File: src/rtl/cpu_datapath_pkg.sv
// cpu_datapath_pkg: definitions shared by the CPU controller and datapath.
//   - opcode_e   : 4-bit instruction opcodes (IR[7:4])
//   - sel_acc_e  : ACC source select encodings
//   - Ir*        : instruction field bit positions
//   - jump_cond(): whether a conditional-jump opcode fires for the given flags
package cpu_datapath_pkg;

  typedef enum logic [3:0] {
    OpNop  = 4'h0,
    OpAdd  = 4'h1,
    OpSub  = 4'h2,
    OpNor  = 4'h3,
    OpMovr = 4'h4,
    OpMova = 4'h5,
    OpJzrs = 4'h6,
    OpJzim = 4'h7,
    OpJcrs = 4'h8,
    OpJcim = 4'hA,
    OpShl  = 4'hB,
    OpShr  = 4'hC,
    OpLdim = 4'hD,
    OpHalt = 4'hF
  } opcode_e;

  typedef enum logic [1:0] {
    SelAccAlu = 2'b00,
    SelAccRsv = 2'b01,
    SelAccReg = 2'b10,
    SelAccImm = 2'b11
  } sel_acc_e;

  localparam int unsigned IrOpMsb  = 7;
  localparam int unsigned IrOpLsb  = 4;
  localparam int unsigned IrFldMsb = 3;
  localparam int unsigned IrFldLsb = 0;

  // Only the four conditional jumps can redirect the PC; every other opcode ignores LoadPC.
  function automatic logic jump_cond(input logic [3:0] op, input logic z, input logic c);
    logic taken;
    taken = 1'b0;
    case (op)
      OpJzrs, OpJzim: taken = z;
      OpJcrs, OpJcim: taken = c;
      default:        taken = 1'b0;
    endcase
    return taken;
  endfunction

endpackage

File: src/rtl/cpu_alu.sv
// cpu_alu: combinational ALU of the CPU datapath.
//   i_acc         : accumulator operand A
//   i_b           : register operand B
//   i_sel         : function select, opcode encoding
//   o_r           : result
//   o_carry       : carry / borrow / shifted-out bit
//   o_carry_valid : 1 when o_carry should update the C flag
module cpu_alu
  import cpu_datapath_pkg::*;
#(
  parameter int unsigned DW = 4
) (
  input  logic [DW-1:0] i_acc,
  input  logic [DW-1:0] i_b,
  input  logic [3:0]    i_sel,
  output logic [DW-1:0] o_r,
  output logic          o_carry,
  output logic          o_carry_valid
);

  logic [DW:0] w_sum;
  logic [DW:0] w_diff;

  assign w_sum  = {1'b0, i_acc} + {1'b0, i_b};
  // MSB of the widened difference is the borrow, i.e. i_acc < i_b.
  assign w_diff = {1'b0, i_acc} - {1'b0, i_b};

  always_comb begin
    o_r           = i_acc;
    o_carry       = 1'b0;
    o_carry_valid = 1'b0;
    case (i_sel)
      OpAdd: begin
        o_r           = w_sum[DW-1:0];
        o_carry       = w_sum[DW];
        o_carry_valid = 1'b1;
      end
      OpSub: begin
        o_r           = w_diff[DW-1:0];
        o_carry       = w_diff[DW];
        o_carry_valid = 1'b1;
      end
      OpNor: begin
        o_r           = ~(i_acc | i_b);
        o_carry       = 1'b0;
        o_carry_valid = 1'b1;
      end
      OpShl: begin
        o_r           = {i_acc[DW-2:0], 1'b0};
        o_carry       = i_acc[DW-1];
        o_carry_valid = 1'b1;
      end
      OpShr: begin
        o_r           = {1'b0, i_acc[DW-1:1]};
        o_carry       = i_acc[0];
        o_carry_valid = 1'b1;
      end
      default: begin
        // Pass-through; carry left untouched.
        o_r           = i_acc;
        o_carry       = 1'b0;
        o_carry_valid = 1'b0;
      end
    endcase
  end

endmodule

File: src/rtl/cpu_datapath.sv
// cpu_datapath: datapath half of the CPU. Holds PC, IR, ACC, Z/C flags and a
// 16-entry register file; executes the controller strobes each clock.
//   clk        : clock, all state on posedge
//   CLB        : synchronous active-high reset, overrides every strobe
//   LoadIR     : IR <= imem_data
//   IncPC      : PC <= PC + 1 (when no jump is taken)
//   SelPC      : jump target, 1 = Reg[IR[3:0]], 0 = IR[3:0]
//   LoadPC     : conditional jump strobe
//   LoadReg    : Reg[IR[3:0]] <= ACC
//   LoadAcc    : ACC write strobe
//   SelAcc     : ACC source (00 ALU, 10 register, 11 immediate, 01 no write)
//   SelALU     : ALU function
//   imem_addr  : instruction address (= PC)
//   imem_data  : instruction word at imem_addr, same cycle
//   op         : IR opcode field
//   z, c       : zero / carry flags
//   acc_out    : ACC for debug
module cpu_datapath
  import cpu_datapath_pkg::*;
#(
  parameter int unsigned DW   = 4,
  parameter int unsigned PC_W = 8
) (
  input  logic            clk,
  input  logic            CLB,
  input  logic            LoadIR,
  input  logic            IncPC,
  input  logic            SelPC,
  input  logic            LoadPC,
  input  logic            LoadReg,
  input  logic            LoadAcc,
  input  logic [1:0]      SelAcc,
  input  logic [3:0]      SelALU,
  output logic [PC_W-1:0] imem_addr,
  input  logic [7:0]      imem_data,
  output logic [3:0]      op,
  output logic            z,
  output logic            c,
  output logic [DW-1:0]   acc_out
);

  logic [PC_W-1:0] r_pc;
  logic [7:0]      r_ir;
  logic [DW-1:0]   r_acc;
  logic            r_z;
  logic            r_c;
  logic [DW-1:0]   r_regs [16];

  logic [3:0]      w_op;
  logic [3:0]      w_fld;
  logic [DW-1:0]   w_b;
  logic            w_taken;
  logic [PC_W-1:0] w_target;
  logic [PC_W-1:0] w_pc_next;
  logic [DW-1:0]   w_alu_r;
  logic            w_alu_c;
  logic            w_alu_cv;
  logic            w_acc_we;
  logic [DW-1:0]   w_acc_next;
  logic            w_c_next;
  logic            w_z_next;

  assign w_op  = r_ir[IrOpMsb:IrOpLsb];
  assign w_fld = r_ir[IrFldMsb:IrFldLsb];
  // Register-file read sees pre-write contents: no bypass from LoadReg.
  assign w_b   = r_regs[w_fld];

  cpu_alu #(
    .DW(DW)
  ) u_alu (
    .i_acc         (r_acc),
    .i_b           (w_b),
    .i_sel         (SelALU),
    .o_r           (w_alu_r),
    .o_carry       (w_alu_c),
    .o_carry_valid (w_alu_cv)
  );

  // Jumps use the registered flags, never this cycle's ALU result.
  assign w_taken  = LoadPC && jump_cond(w_op, r_z, r_c);
  assign w_target = SelPC ? PC_W'(w_b) : PC_W'(w_fld);

  always_comb begin
    w_pc_next = r_pc;
    if (w_taken) begin
      w_pc_next = w_target;
    end else if (IncPC) begin
      w_pc_next = r_pc + PC_W'(1);
    end
  end

  always_comb begin
    w_acc_we   = 1'b0;
    w_acc_next = r_acc;
    w_c_next   = r_c;
    if (LoadAcc) begin
      case (SelAcc)
        SelAccAlu: begin
          w_acc_we   = 1'b1;
          w_acc_next = w_alu_r;
          if (w_alu_cv) begin
            w_c_next = w_alu_c;
          end
        end
        SelAccReg: begin
          w_acc_we   = 1'b1;
          w_acc_next = w_b;
        end
        SelAccImm: begin
          w_acc_we   = 1'b1;
          w_acc_next = DW'(w_fld);
        end
        default: begin
          // Reserved encoding: no write, flags hold.
          w_acc_we   = 1'b0;
          w_acc_next = r_acc;
        end
      endcase
    end
    w_z_next = w_acc_we ? (w_acc_next == '0) : r_z;
  end

  always_ff @(posedge clk) begin
    if (CLB) begin
      r_pc  <= '0;
      r_ir  <= '0;
      r_acc <= '0;
      r_z   <= 1'b0;
      r_c   <= 1'b0;
      for (int i = 0; i < 16; i++) begin
        r_regs[i] <= '0;
      end
    end else begin
      r_pc  <= w_pc_next;
      r_acc <= w_acc_next;
      r_z   <= w_z_next;
      r_c   <= w_c_next;
      // IR captures the word at the pre-update PC.
      if (LoadIR) begin
        r_ir <= imem_data;
      end
      // Register gets the old ACC even if LoadAcc fires in the same cycle.
      if (LoadReg) begin
        r_regs[w_fld] <= r_acc;
      end
    end
  end

  assign imem_addr = r_pc;
  assign op        = w_op;
  assign z         = r_z;
  assign c         = r_c;
  assign acc_out   = r_acc;

endmodule

File: config.mk
export PLATFORM = sky130hd
export DESIGN_NAME = cpu_datapath
export DESIGN_NICKNAME = d
export VERILOG_FILES = /design/src/rtl/cpu_datapath_pkg.sv /design/src/rtl/cpu_alu.sv /design/src/rtl/cpu_datapath.sv
export SDC_FILE = /design/constraint.sdc
export NUM_CORES = 1
export LEC_CHECK = 0
export CAP_MARGIN = 20
export CORE_MARGIN = 3
export CORE_UTILIZATION = 58
export DETAILED_ROUTE_END_ITERATION = 7
export DONT_BUFFER_PORTS = 1
export PLACE_DENSITY_LB_ADDON = 0.2
export SLEW_MARGIN = 20
export SYNTH_ARGS = -nofsm -noshare
export SYNTH_HDL_FRONTEND = slang
export SYNTH_HIERARCHICAL = 1
export SYNTH_SLANG_ARGS = --single-unit
File: constraint.sdc
create_clock -name clk -period 4.1 [get_ports clk]
set_clock_uncertainty 0.2 [all_clocks]
set_input_delay 0.205 -clock clk [delete_from_list [all_inputs] [get_ports clk]]
set_output_delay 0.205 -clock clk [all_outputs]
set_load 0.01 [all_outputs]
==> results.txt, run 1 <==
* Result of the run: finished clean
- Post-synth design cell area: ~5000 um^2
- Total length of routed wires: 11.35 mm
- For the worst setup path, the data required time is approximately 4.2 ns.
- Antenna violations before repair: 0
- The max-slew violation total from the final report is 0.
* Final Hold Vio Count: 0
* Cell at the root of the clock tree: clkbuf_8
- Clock-pin slew was measured on the worst setup and hold paths at about 0.090 ns.
- Count of cell types in the netlist: 60
* Number of endpoints failing setup at the final stage: 0
- Synthesis Warnings: 6
* Setup TNS: 0 ns
* Syn_nets: 469
- In this run the worst hold path is classified as input pin to register.
- Routed via count divided by cell count: ~6.3
- Following the worst setup path forward leads to its endpoint at z.
- Register-to-register path setup slack: between 0.1 and 0.15 ns
- Highest-count cells in the layout ignoring fill and taps: edfxtp_1, and2_1, nor2_1
* Die outline width: a little under 100 um
- Highest ir drop seen on vdd: about 0.00031 V
- Standby leakage power: between 2 and 2.5 nW
- In the synthesized netlist the async set-or-reset flop fraction comes to 0%.
* Antenna-violating nets left: 0
- In the final routed layout, each cell accounts on average for 20.27 um.
- 40 I/O pins were placed.
- Final WS setup: 0.1196 ns
* Commonest non-fill, non-tap cell in the layout: edfxtp_1
- In this run the worst path has a maximum fanout of 10.
- The HPWL after detailed placement is 7.395 mm.
* Most common flop cell mapped by yosys: edfxtp_1
- Post-Layout Cell Count: 560
- Worst-Skew Late Latency: approximately 0.36 ns
* Slowest stage cell, crit path: dfxtp_1
* CP cell instances: mux4_2, mux4_2, inv_1, ha_1, xor2_1, a22oi_1, a22oi_1, nand2b_1, a2bb2oi_1, o311a_1, a311o_1, o31ai_2
* Effective utilization at floorplan: approximately three fifths
- Post-synthesis sequential element count: 90
* Number of global-route vias before repair: around 3400
- Before antenna repair, the detailed router went through 6 iterations.
* Number of design-rule violations left by the first detailed-router iteration: 431
* Combined global-route utilization of all metal layers: 23.90%
- Fmax: ~250 MHz
* Worst path arrival time: between 4 and 5 ns
- Relative slew slack: between 50 and 60%
* CTS Buf Count: 9
- The floorplan step set the die height to 97.85 um.
- The first global-routing pass estimated about 18 mm of wire.
- TritonCTS built the clock tree.
- Counting tap cells, the placed design contains a total of between 500 and 600 instances.
- Largest net degree at the start of global routing: 37
- CTS Buffer Depth: 2
- Critical setup path kind: register to register
- The routed layout has between 3000 and 4000 vias.
* Fin nets: slightly below 500
* Part of the Yosys area used for sequential elements: between 40% and 50%
- The floorplan step defined a die boundary enclosing about 9600 um^2.
- Number of input and output port buffers inserted: 0
* Core footprint: between 7000 and 8000 um^2
- Row generation in the floorplan step produced 32 rows.
* Area growth from synthesis to layout: 13.04%
- STA classifies the critical path startpoint as a register.
- The tool flagged a number of max-cap violations equal to 0.
* Total grt overflow: 0
- For this run, the slowest stage of the critical path takes between 0.7 and 0.8 ns.
* Final estimated routing congestion in global placement: about 0.87
* CTS H-Tree Depth: 3
- STA classifies the critical path endpoint as a register.
- The worst register-to-register path ends at z.
- 0 antenna diodes ended up in the layout.
* Gate count of the mapped netlist: 432
- Share of post-route cells with drive strength above 1: 17.03%
* Number of sinks driven by the clock tree: 90
- In this run the number of cells on the critical path is 12.
- For this run, design rule violations remaining after detail routing come to 0.
- After synthesis, the mean cell area works out to approximately 11 um^2.
* Clock period minus worst slack: between 3 and 4 ns
- Yosys mapped a number of flops with a built-in enable equal to 64.
- Family of cells with the greatest summed delay on the critical path: compound AO/OA/AOI/OAI gates
- The worst register-to-register path has a depth of 12.
* Buffer and inverter count on the worst path: 1
- Power spread over the standard cell area amounts to ~360 nW/um^2.
- Pre-CTS setup slack: between 0.06 and 0.07 ns
* Worst-margin pin slew: ~0.65 ns
- Fin crit share: about 97%
- Total chip power: 1.989 mW
[repair_timing]
action | in CTS | in global routing
hold endpoints to repair | 90 | 0
resized for setup | 0 | 12
hold buffers | 26 | 0
buffers inserted | 0 | 5
setup endpoints to repair | 0 | 4
[where the power goes]
group | total [mW] | internal (mW) | switching [mW]
combinational | 0.317 | 0.149 | 0.168
clock | 0.619 | 0.289 | 0.330
sequential | 1.05 | 1.01 | 0.0438
total | 1.99 | 1.45 | 0.541
[synthesized netlist by cell type, types with 2 or more instances]
master | count | share of area (%)
xnor2_1 | 4 | 0.72
nand2b_1 | 4 | 0.51
dfxtp_1 | 26 | 11
mux2i_1 | 16 | 3.3
buf_1 | 3 | 0.23
clkbuf_1 | 18 | 1.4
nand4_1 | 5 | 0.64
o21ai_0 | 3 | 0.31
nand2_1 | 12 | 0.92
edfxtp_1 | 64 | 39
a22oi_1 | 7 | 1.1
or2_2 | 17 | 2.2
nor3_1 | 19 | 1.9
mux4_2 | 17 | 7.8
nand3_1 | 7 | 0.72
nor2_1 | 37 | 2.8
a211oi_1 | 5 | 0.77
a21boi_1 | 2 | 0.31
fa_1 | 2 | 0.82
and3_1 | 3 | 0.38
o22ai_1 | 6 | 0.77
nand3b_1 | 2 | 0.31
a221o_1 | 3 | 0.61
buf_6 | 2 | 0.46
buf_4 | 6 | 0.92
o21ai_1 | 5 | 0.51
xor2_1 | 7 | 1.3
nor2b_1 | 10 | 1.3
inv_2 | 2 | 0.15
nor4_1 | 4 | 0.51
nand4b_1 | 2 | 0.36
ha_1 | 13 | 3.3
and2_1 | 49 | 6.3
a22o_1 | 2 | 0.36
a21oi_1 | 8 | 0.82
inv_1 | 16 | 1.2
[state kept, by name, indices dropped and copies added (netlist names), named ones only]
signal	flops
z	1
imem_addr	8
r_regs	64
acc_out	4
r_ir	8
c	1
[metal layers]
layer | routed length [um] | GRT usage, % | up-vias
met5 | 0 | 0 | -
met4 | 244 | 10.22 | 0
met3 | 881 | 5.643 | 25
met2 | 5310 | 36.18 | 157
met1 | 4916 | 33.24 | 1719
li1 | - | - | 1614
[logic make-up (layout without fill, tap and decap cells)]
family,Yosys count,count (layout),synth area share [%]
simple gates,177,177,19.89
flops,90,90,49.91
compound gates,57,57,8.438
buf+inv,49,75,4.551
mux,33,33,11.10
fa+ha+maj,15,15,4.142
xor+xnor,11,11,1.969
[cell type report]
type | count | area [um^2]
clock inverter | 6 | 73.82
fill | 545 | 2436
timing repair buffer | 40 | 405.4
inverter | 19 | 71.32
sequential | 90 | 2447
clock buffer | 10 | 127.6
tap | 102 | 127.6
multi-input combinational | 293 | 2278
[metrics by stage]
stage          hold WS (ns)  instance area [um^2]  utilization, %
3_3_place_gp        0.08143                  4942           62.03
4_1_cts            0.004698                  5414           67.95
2_1_floorplan        0.1525                  4893               -
3_5_place_dp        0.08302                  4942           62.03
5_1_grt             0.06500                  5532           69.43
6_report            0.05076                  5532           69.43
[worst min-delay path, cell delays in order]
cell and delay, ns:
o21ai_0 0.08, o311a_1 0.16, nor2b_1 0.12
[worst min path at each step]
stage | startpoint | endpoint | slack [ns] | cells after the start
final | SelAcc[0] | acc_out[3] | 0.05 | 3
after global routing | SelAcc[0] | acc_out[3] | 0.07 | 3
after CTS | SelAcc[0] | acc_out[3] | 0.005 | 3
after detailed placement | CLB | r_ir[4] | 0.08 | 1
after global placement | CLB | r_ir[7] | 0.08 | 1
after floorplan | imem_data[4] | r_ir[4] | 0.15 | 2
Power figures use the tool's default switching activity.
==> run 2, diff against run 1 <==
==> constraint.sdc (replaced) <==
create_clock -name clk -period 4.1 [get_ports clk]
set_clock_uncertainty 0.2 [all_clocks]
set_input_delay 1.23 -clock clk [delete_from_list [all_inputs] [get_ports clk]]
set_output_delay 1.23 -clock clk [all_outputs]
set_load 0.01 [all_outputs]
==> run 2 against run 1 <==
Die area did not move. Non-clock buffer count down 22. Utilization is 3.6 points lower. Power is 1.9% lower. Critical path depth up 4. Highest routed layer unchanged.
==> results.txt, run 2 (synthesized netlist as in run 1, its figures left out) <==
- The standby leakage power is 1.962 nW (was 2.065 nW).
- Area growth from synthesis to layout: 7.236% (was 13.04%)
* Combined global-route utilization of all metal layers: 23.12% (was 23.90%)
- The most frequent standard cell in the layout excluding fill and tap cells is edfxtp_1 (unchanged).
* Flip-flop count of the largest register, all copies and words added: 64 (unchanged)
- Result of the run: finished clean (unchanged)
- The area of the core came to 7968 um^2 (unchanged).
* Switching power as a share of total power: 26.70% (was 27.22%)
* Clock period minus worst slack: 3.986 ns (was 3.980 ns)
- Hold crit path type: register to register (was input pin to register)
* Post-route cell area: 5248 um^2 (was 5532 um^2)
* Relative slew slack: 56.76% (was 56.36%)
- Worst-Skew Late Latency: 0.37 ns (was 0.36 ns)
- Cell count after placement: 512 (unchanged)
- The register with the most flip-flops is r_regs (unchanged).
- The clock-pin slew on the worst setup and hold paths came to 0.09 ns (about the same).
- Critical setup path kind: register to register (unchanged)
- The routed length on met2 is 5.067 mm (was 5.310 mm).
- The clock root buffer is clkbuf_8 (unchanged).
* Uppermost layer routed: met4 (unchanged)
* Worst path arrival time: 4.06 ns (about the same)
- The aggregate routed wire length is 10.98 mm (was 11.35 mm).
* Number of global-route vias before repair: 3189 (was 3429)
* Die ar.: 9575 um^2 (unchanged)
- Highest-count cells in the layout ignoring fill and taps: edfxtp_1, and2_1, nor2_1 (unchanged).
* Fmax: 250.9 MHz (was 251.2 MHz)
* Largest net degree at the start of global routing: 39 (was 37)
* Wire length of the first global-routing pass: 17.13 mm (was 17.80 mm)
* CTS Buffer Depth: 2 (unchanged)
* Slowest stage cell, crit path: or4_1 (was dfxtp_1)
* Number of sinks driven by the clock tree: 90 (unchanged)
- Critical Path Fanout Max: 14 (was 10)
* Number of max-cap violations: 0 (unchanged)
* Worst endpoint required time: 4.18 ns (about the same)
- Critical Path Start Type: register (unchanged)
* Final estimated routing congestion in global placement: 0.8786 (was 0.8725)
* Post-DP HPWL: 7.390 mm (was 7.395 mm)
- The transition at the pin with the smallest max-transition slack was 0.6477 ns (was 0.6533 ns).
* Antenna diode count: 0 (unchanged)
* Effective utilization at floorplan: 61.42% (unchanged)
* Cell-internal power: 1.429 mW (was 1.447 mW)
- The setup slack on the worst flop-to-flop path was 0.11 ns (was 0.12 ns).
- DP Area: 4942 um^2 (unchanged)
- Die outline width: 97.85 um (unchanged)
- The met3 wire length came to 895 um (was 881 um).
- The number of search-and-repair iterations in the first detailed-routing pass is 5 (was 6).
* Top Ports: 40 (unchanged)
- Total grt overflow: 0 (unchanged)
- The detailed-route vias per instance is 6.299 (was 6.277).
- The critical path's largest stage delay is 0.48 ns (was 0.72 ns).
- Post-Layout Cell Count: 538 (was 560)
* Relative contribution of combinational cells to total power: 14.7% (was 15.9%)
- Number of input and output port buffers inserted: 0 (unchanged)
- The power per cell area is 371.6 nW/um^2 (was 359.5 nW/um^2).
- Met1 routed wirelength after detailed routing: 4.881 mm (was 4.916 mm)
- The max-slew violation total from the final report was 0 (unchanged).
- The number of nets in the layout came to 468 (was 490).
* Detailed-route DRC error count: 0 (unchanged)
- The worst ir drop on vdd came to 0.0002873 V (was 0.0003147 V).
- Number of endpoints failing setup at the final stage: 0 (unchanged)
- Final Hold Vio Count: 0 (unchanged)
* CP cell instances: buf_12, mux4_2, mux2i_4, mux2i_2, ha_2, inv_1, fa_1, xor2_1, o21ai_1, a22oi_1, nor3_1, a221o_1, or4_1, o31a_1, o41a_1, o31ai_2 (was mux4_2, mux4_2, inv_1, ha_1, xor2_1, a22oi_1, a22oi_1, nand2b_1, a2bb2oi_1, o311a_1, a311o_1, o31ai_2)
- The switching component of the power was 0.5206 mW (was 0.5414 mW).
* Die extent in y: 97.85 um (unchanged)
- Share of power burned in registers: 53.8% (was 52.9%)
* CTS Buf Count: 9 (unchanged)
- The post-route setup TNS was 0 ns (unchanged).
* Site row count: 32 (unchanged)
- Fin crit share: 97.23% (was 97.08%)
* Cts hold-fix bufs: 0 (was 26)
- The total number of vias came to 3389 (was 3515).
- The endpoint class of the critical path is a register (unchanged).
* CTS H-Tree Depth: 3 (unchanged)
* Number of design-rule violations left by the first detailed-router iteration: 407 (was 431)
* Antenna-violating nets left: 0 (unchanged)
* Share of post-route cells with drive strength above 1: 18.35% (was 17.03%)
* Clock power frac: 31.5% (was 31.1%)
* Post-DR wirelength/cell: 20.41 um (was 20.27 um)
- TritonCTS clock tree: built (unchanged)
* Antenna violations before repair: 0 (unchanged)
run 2: cell count changes in the layout (fill, tap and decap cells not counted), moves of 2 or more:
cell           change
buf_4              +5
mux2i_2            +2
mux2i_4            -2
dlygate4sd3_1     -25
run 2: worst max-delay path: cells and delay by family, from the launching register on:
family                     cells  cell delay [ns]
AOI/OAI and AO/OA              6             1.02
xor gates and xnor gates       1             0.16
adders and majority gates      2             0.68
buffers and inverters          2             0.21
DFF                            1             0.34
muxes                          3             0.75
and+or+nand+nor                2             0.54
run 2: repair_timing:
action / in CTS / in global routing
buffers inserted: 0 / 10
gates resized for setup: 0 / 8
setup endpoints to repair: 0 / 3
run 2: path summary, 6_finish.rpt:
| check | depth (start not counted) | to | from |
|---|---|---|---|
| hold / removal | 2 | r_ir[5] | r_ir[5] |
| hold reg to reg | 2 | r_ir[5] | r_ir[5] |
| setup reg to reg | 16 | z | register |
| setup / recovery | 16 | z | register |
run 2: layout make-up:
cell class / instances / area (um^2)
inverters: 19 / 71.32
well taps: 102 / 127.6
multi-input cells: 293 / 2256
flip-flops and latches: 90 / 2445
fillers: 580 / 2720
repair buffers: 18 / 147.6
clock buffers: 10 / 127.6
clock inverters: 6 / 72.57
run 2: through the flow:
stage	hold WS, ns	power (mW)	util (%)	setup WS [ns]
floorplan	0.2848	1.273	-	0.1939
detailed placement	0.3694	1.331	62.03	0.04544
finish	0.3772	1.950	65.86	0.1137
CTS	0.3850	1.930	64.54	0.02989
global route	0.4159	2.028	65.86	-0.04263
global placement	0.3598	1.326	62.03	0.1750
run 2: per-layer routing:
| layer | global-route usage, % | up-vias |
|---|---|---|
| li1 | - | 1565 |
| met1 | 34.49 | 1645 |
| met2 | 33.93 | 164 |
| met3 | 5.714 | 15 |
| met4 | 6.496 | 0 |
| met5 | 0 | - |
run 2: power groups by stage:
stage               clock [mW]  sequential (mW)  combinational, mW
finish                   0.614             1.05              0.287
floorplan                    0             1.05              0.221
global placement             0             1.07              0.259
CTS                      0.619             1.05              0.264
detailed placement           0             1.07              0.262
global route             0.661             1.05              0.313
==> run 3, diff against run 2 <==
Settings changed: MAX_ROUTING_LAYER set to met4.
==> run 3 against run 2 <==
Clock-buffer cell count is 1 higher. Final area is 0.76% lower. Register-to-register slack better by 0.05 ns. Setup slack better by 0.055 ns. Global-route usage is 0.85 points higher. Sequential share of layout area is 0.36 points higher. Non-clock buffer count is 5 lower. Cell count is 0.93% lower. Maximum frequency is 1.4% higher. Via count is 0.65% lower. Utilization is 0.50 points lower. Sequential power hardly changed. Critical path type unchanged.
==> results.txt, run 3 (synthesized netlist as in run 1, its figures left out) <==
- Worst path arrival time: 4.00 ns (was 4.06 ns)
* Share of post-route cells with drive strength above 1: 17.63% (was 18.35%)
- The met3 wire length came to 763 um (was 895 um).
* Die outline width: 97.85 um (unchanged)
* Post-layout util: 65.36% (was 65.86%)
- The pin count of the biggest net entering global routing is 39 (unchanged).
* Total grt overflow: 0 (unchanged)
* Final WS setup: 0.1685 ns (was 0.1137 ns)
- Critical Path Start Type: register (unchanged)
- Site row count: 32 (unchanged)
- Number of input and output port buffers inserted: 0 (unchanged)
- Antenna violations before repair: 0 (unchanged)
* Combined global-route utilization of all metal layers: 23.97% (was 23.12%)
* Setup TNS: 0 ns (unchanged)
- Top Ports: 40 (unchanged)
* Cell at the root of the clock tree: clkbuf_8 (unchanged)
* Die extent in y: 97.85 um (unchanged)
- WL met2: 4.865 mm (was 5.067 mm)
- The setup slack at placement is 0.05497 ns (was 0.04544 ns).
* Number of global-route vias before repair: 3243 (was 3189)
* Critical Path Fanout Max: 12 (was 14)
* Fin crit share: 95.89% (was 97.23%)
- Flip-flop count of the largest register, all copies and words added: 64 (unchanged)
- Detailed-route DRC error count: 0 (unchanged)
- Post-Layout Cell Count: 533 (was 538)
- The number of search-and-repair iterations in the first detailed-routing pass was 5 (unchanged).
- Switching power as a share of total power: 27.28% (was 26.70%)
- Number of max-cap violations: 0 (unchanged)
* Psw: 0.5174 mW (was 0.5206 mW)
- The transition at the pin with the smallest max-transition slack is 0.6391 ns (was 0.6477 ns).
* Antenna-violating nets left: 0 (unchanged)
- Standby leakage power: 1.936 nW (was 1.962 nW)
- Reg with most FFs: r_regs (unchanged)
- The share of total power in sequential cells was 55.4% (was 53.8%).
- Die ar.: 9575 um^2 (unchanged)
- Number of endpoints failing setup at the final stage: 0 (unchanged)
* Highest ir drop seen on vdd: 0.0001843 V (was 0.0002873 V)
* CTS Buffer Depth: 2 (unchanged)
- Worst-Skew Late Latency: 0.36 ns (was 0.37 ns)
- The post-route minimum period is 3.931 ns (was 3.986 ns).
- CTS Buf Count: 9 (unchanged)
- Core footprint: 7968 um^2 (unchanged)
* Fmax: 254.4 MHz (was 250.9 MHz)
* Relative slew slack: 57.33% (was 56.76%)
* Number of sinks driven by the clock tree: 90 (unchanged)
- Routed via count divided by cell count: 6.317 (was 6.299)
- The endpoint class of the critical path is a register (unchanged).
- The power per cell area was 364.2 nW/um^2 (was 371.6 nW/um^2).
- Clock power frac: 29.9% (was 31.5%)
- Cell count after placement: 512 (unchanged)
* Commonest non-fill, non-tap cell in the layout: edfxtp_1 (unchanged)
- The total number of H-tree levels came to 3 (unchanged).
* Clk pin slew, worst setup/hold paths: 0.09 ns (about the same)
- The wire length of the first global-routing pass is 17.18 mm (was 17.13 mm).
* Final estimated routing congestion in global placement: 0.8939 (was 0.8786)
- The initial detailed-routing violation count came to 393 (was 407).
- Result of the run: finished clean (unchanged)
- The final antenna diode count came to 0 (unchanged).
* Post-DR wirelength/cell: 20.19 um (was 20.41 um)
- The area growth from synthesis to final layout came to 6.418% (was 7.236%).
- The max-slew violation total from the final report came to 0 (unchanged).
- Setup repair after global routing missed its margin: no
- The number of nets in the layout came to 463 (was 468).
* Final Hold Vio Count: 0 (unchanged)
* TritonCTS clock tree: built (unchanged)
- Effective utilization at floorplan: 61.42% (unchanged)
* Relative contribution of combinational cells to total power: 14.7% (about the same)
- The sum of routed wire segments on met1 came to 5.013 mm (was 4.881 mm).
* Critical setup path kind: register to register (unchanged)
- The worst min-delay path class is register to register (unchanged).
- The internal power summed over all cells came to 1.379 mW (was 1.429 mW).
- Worst endpoint required time: 4.17 ns (was 4.18 ns)
* Via Count: 3367 (was 3389)
- Highest-count cells in the layout ignoring fill and taps: edfxtp_1, and2_1, nor2_1 (unchanged).
* Total length of routed wires: 10.76 mm (was 10.98 mm)
- Post-DP HPWL: 7.451 mm (was 7.390 mm)
* Uppermost layer routed: met4 (unchanged)
## run 3: changes by cell type in the layout (fill, tap and decap cells not counted), moves of 2 or more
cell,change
inv_4,+3
buf_4,-5
mux2i_4,+2
mux2i_2,-2
## run 3: power by group through the flow
stage,logic [mW],registers [mW],clock network (mW)
floorplan,0.221,1.05,0
global route,0.305,1.06,0.620
finish,0.278,1.05,0.566
global placement,0.256,1.07,0
detailed placement,0.261,1.07,0
CTS,0.263,1.05,0.571
## run 3: through the flow
step                cell area (um^2)  hold slack [ns]  power, mW
floorplan                       4893           0.2848      1.273
global placement                4942           0.3586      1.326
detailed placement              4942           0.3693      1.332
CTS                             5120           0.3824      1.884
global route                    5207           0.4181      1.982
finish                          5207           0.3756      1.896
## run 3: what timing repair did
item | 4_1_cts | 5_1_grt
hold buffers | 0 | 0
setup buffers | 0 | 5
endpoints found under the setup margin | 0 | 3
resized for setup | 0 | 11
## run 3: final timing paths
| check | startpoint | slack, ns | to | cells after the start |
|---|---|---|---|---|
| setup reg to reg | register | 0.17 | z | 16 |
| hold reg to reg | r_ir[5] | 0.38 | r_ir[5] | 2 |
| setup / recovery | register | 0.17 | z | 16 |
| hold / removal | r_ir[5] | 0.38 | r_ir[5] | 2 |
## run 3: worst max-delay path, cell delays in order, from the launching register on
cell and delay, ns:
dfxtp_1 0.36, buf_12 0.16, mux4_2 0.54, mux2i_4 0.21, mux2i_4 0.12, ha_1 0.22, inv_1 0.09, fa_1 0.22
xor2_1 0.16, o21ai_1 0.08, a22oi_1 0.20, nor3_1 0.07, a221o_1 0.27, or4_1 0.48, o31a_1 0.12, o41a_1 0.13
o31ai_2 0.25
## run 3: layer usage
metal	global-route usage, %	vias up
met5	-	-
met4	4.899	0
met3	6.286	13
met2	34.45	143
met1	34.76	1650
li1	-	1561
## run 3: final cells by class
| type | count | area [um^2] |
|---|---|---|
| clock buffer | 11 | 141.4 |
| inverter | 19 | 71.32 |
| clock inverter | 5 | 36.28 |
| timing repair buffer | 13 | 110.1 |
| sequential | 90 | 2445 |
| fill | 587 | 2760 |
| multi-input combinational | 293 | 2276 |
| tap | 102 | 127.6 |
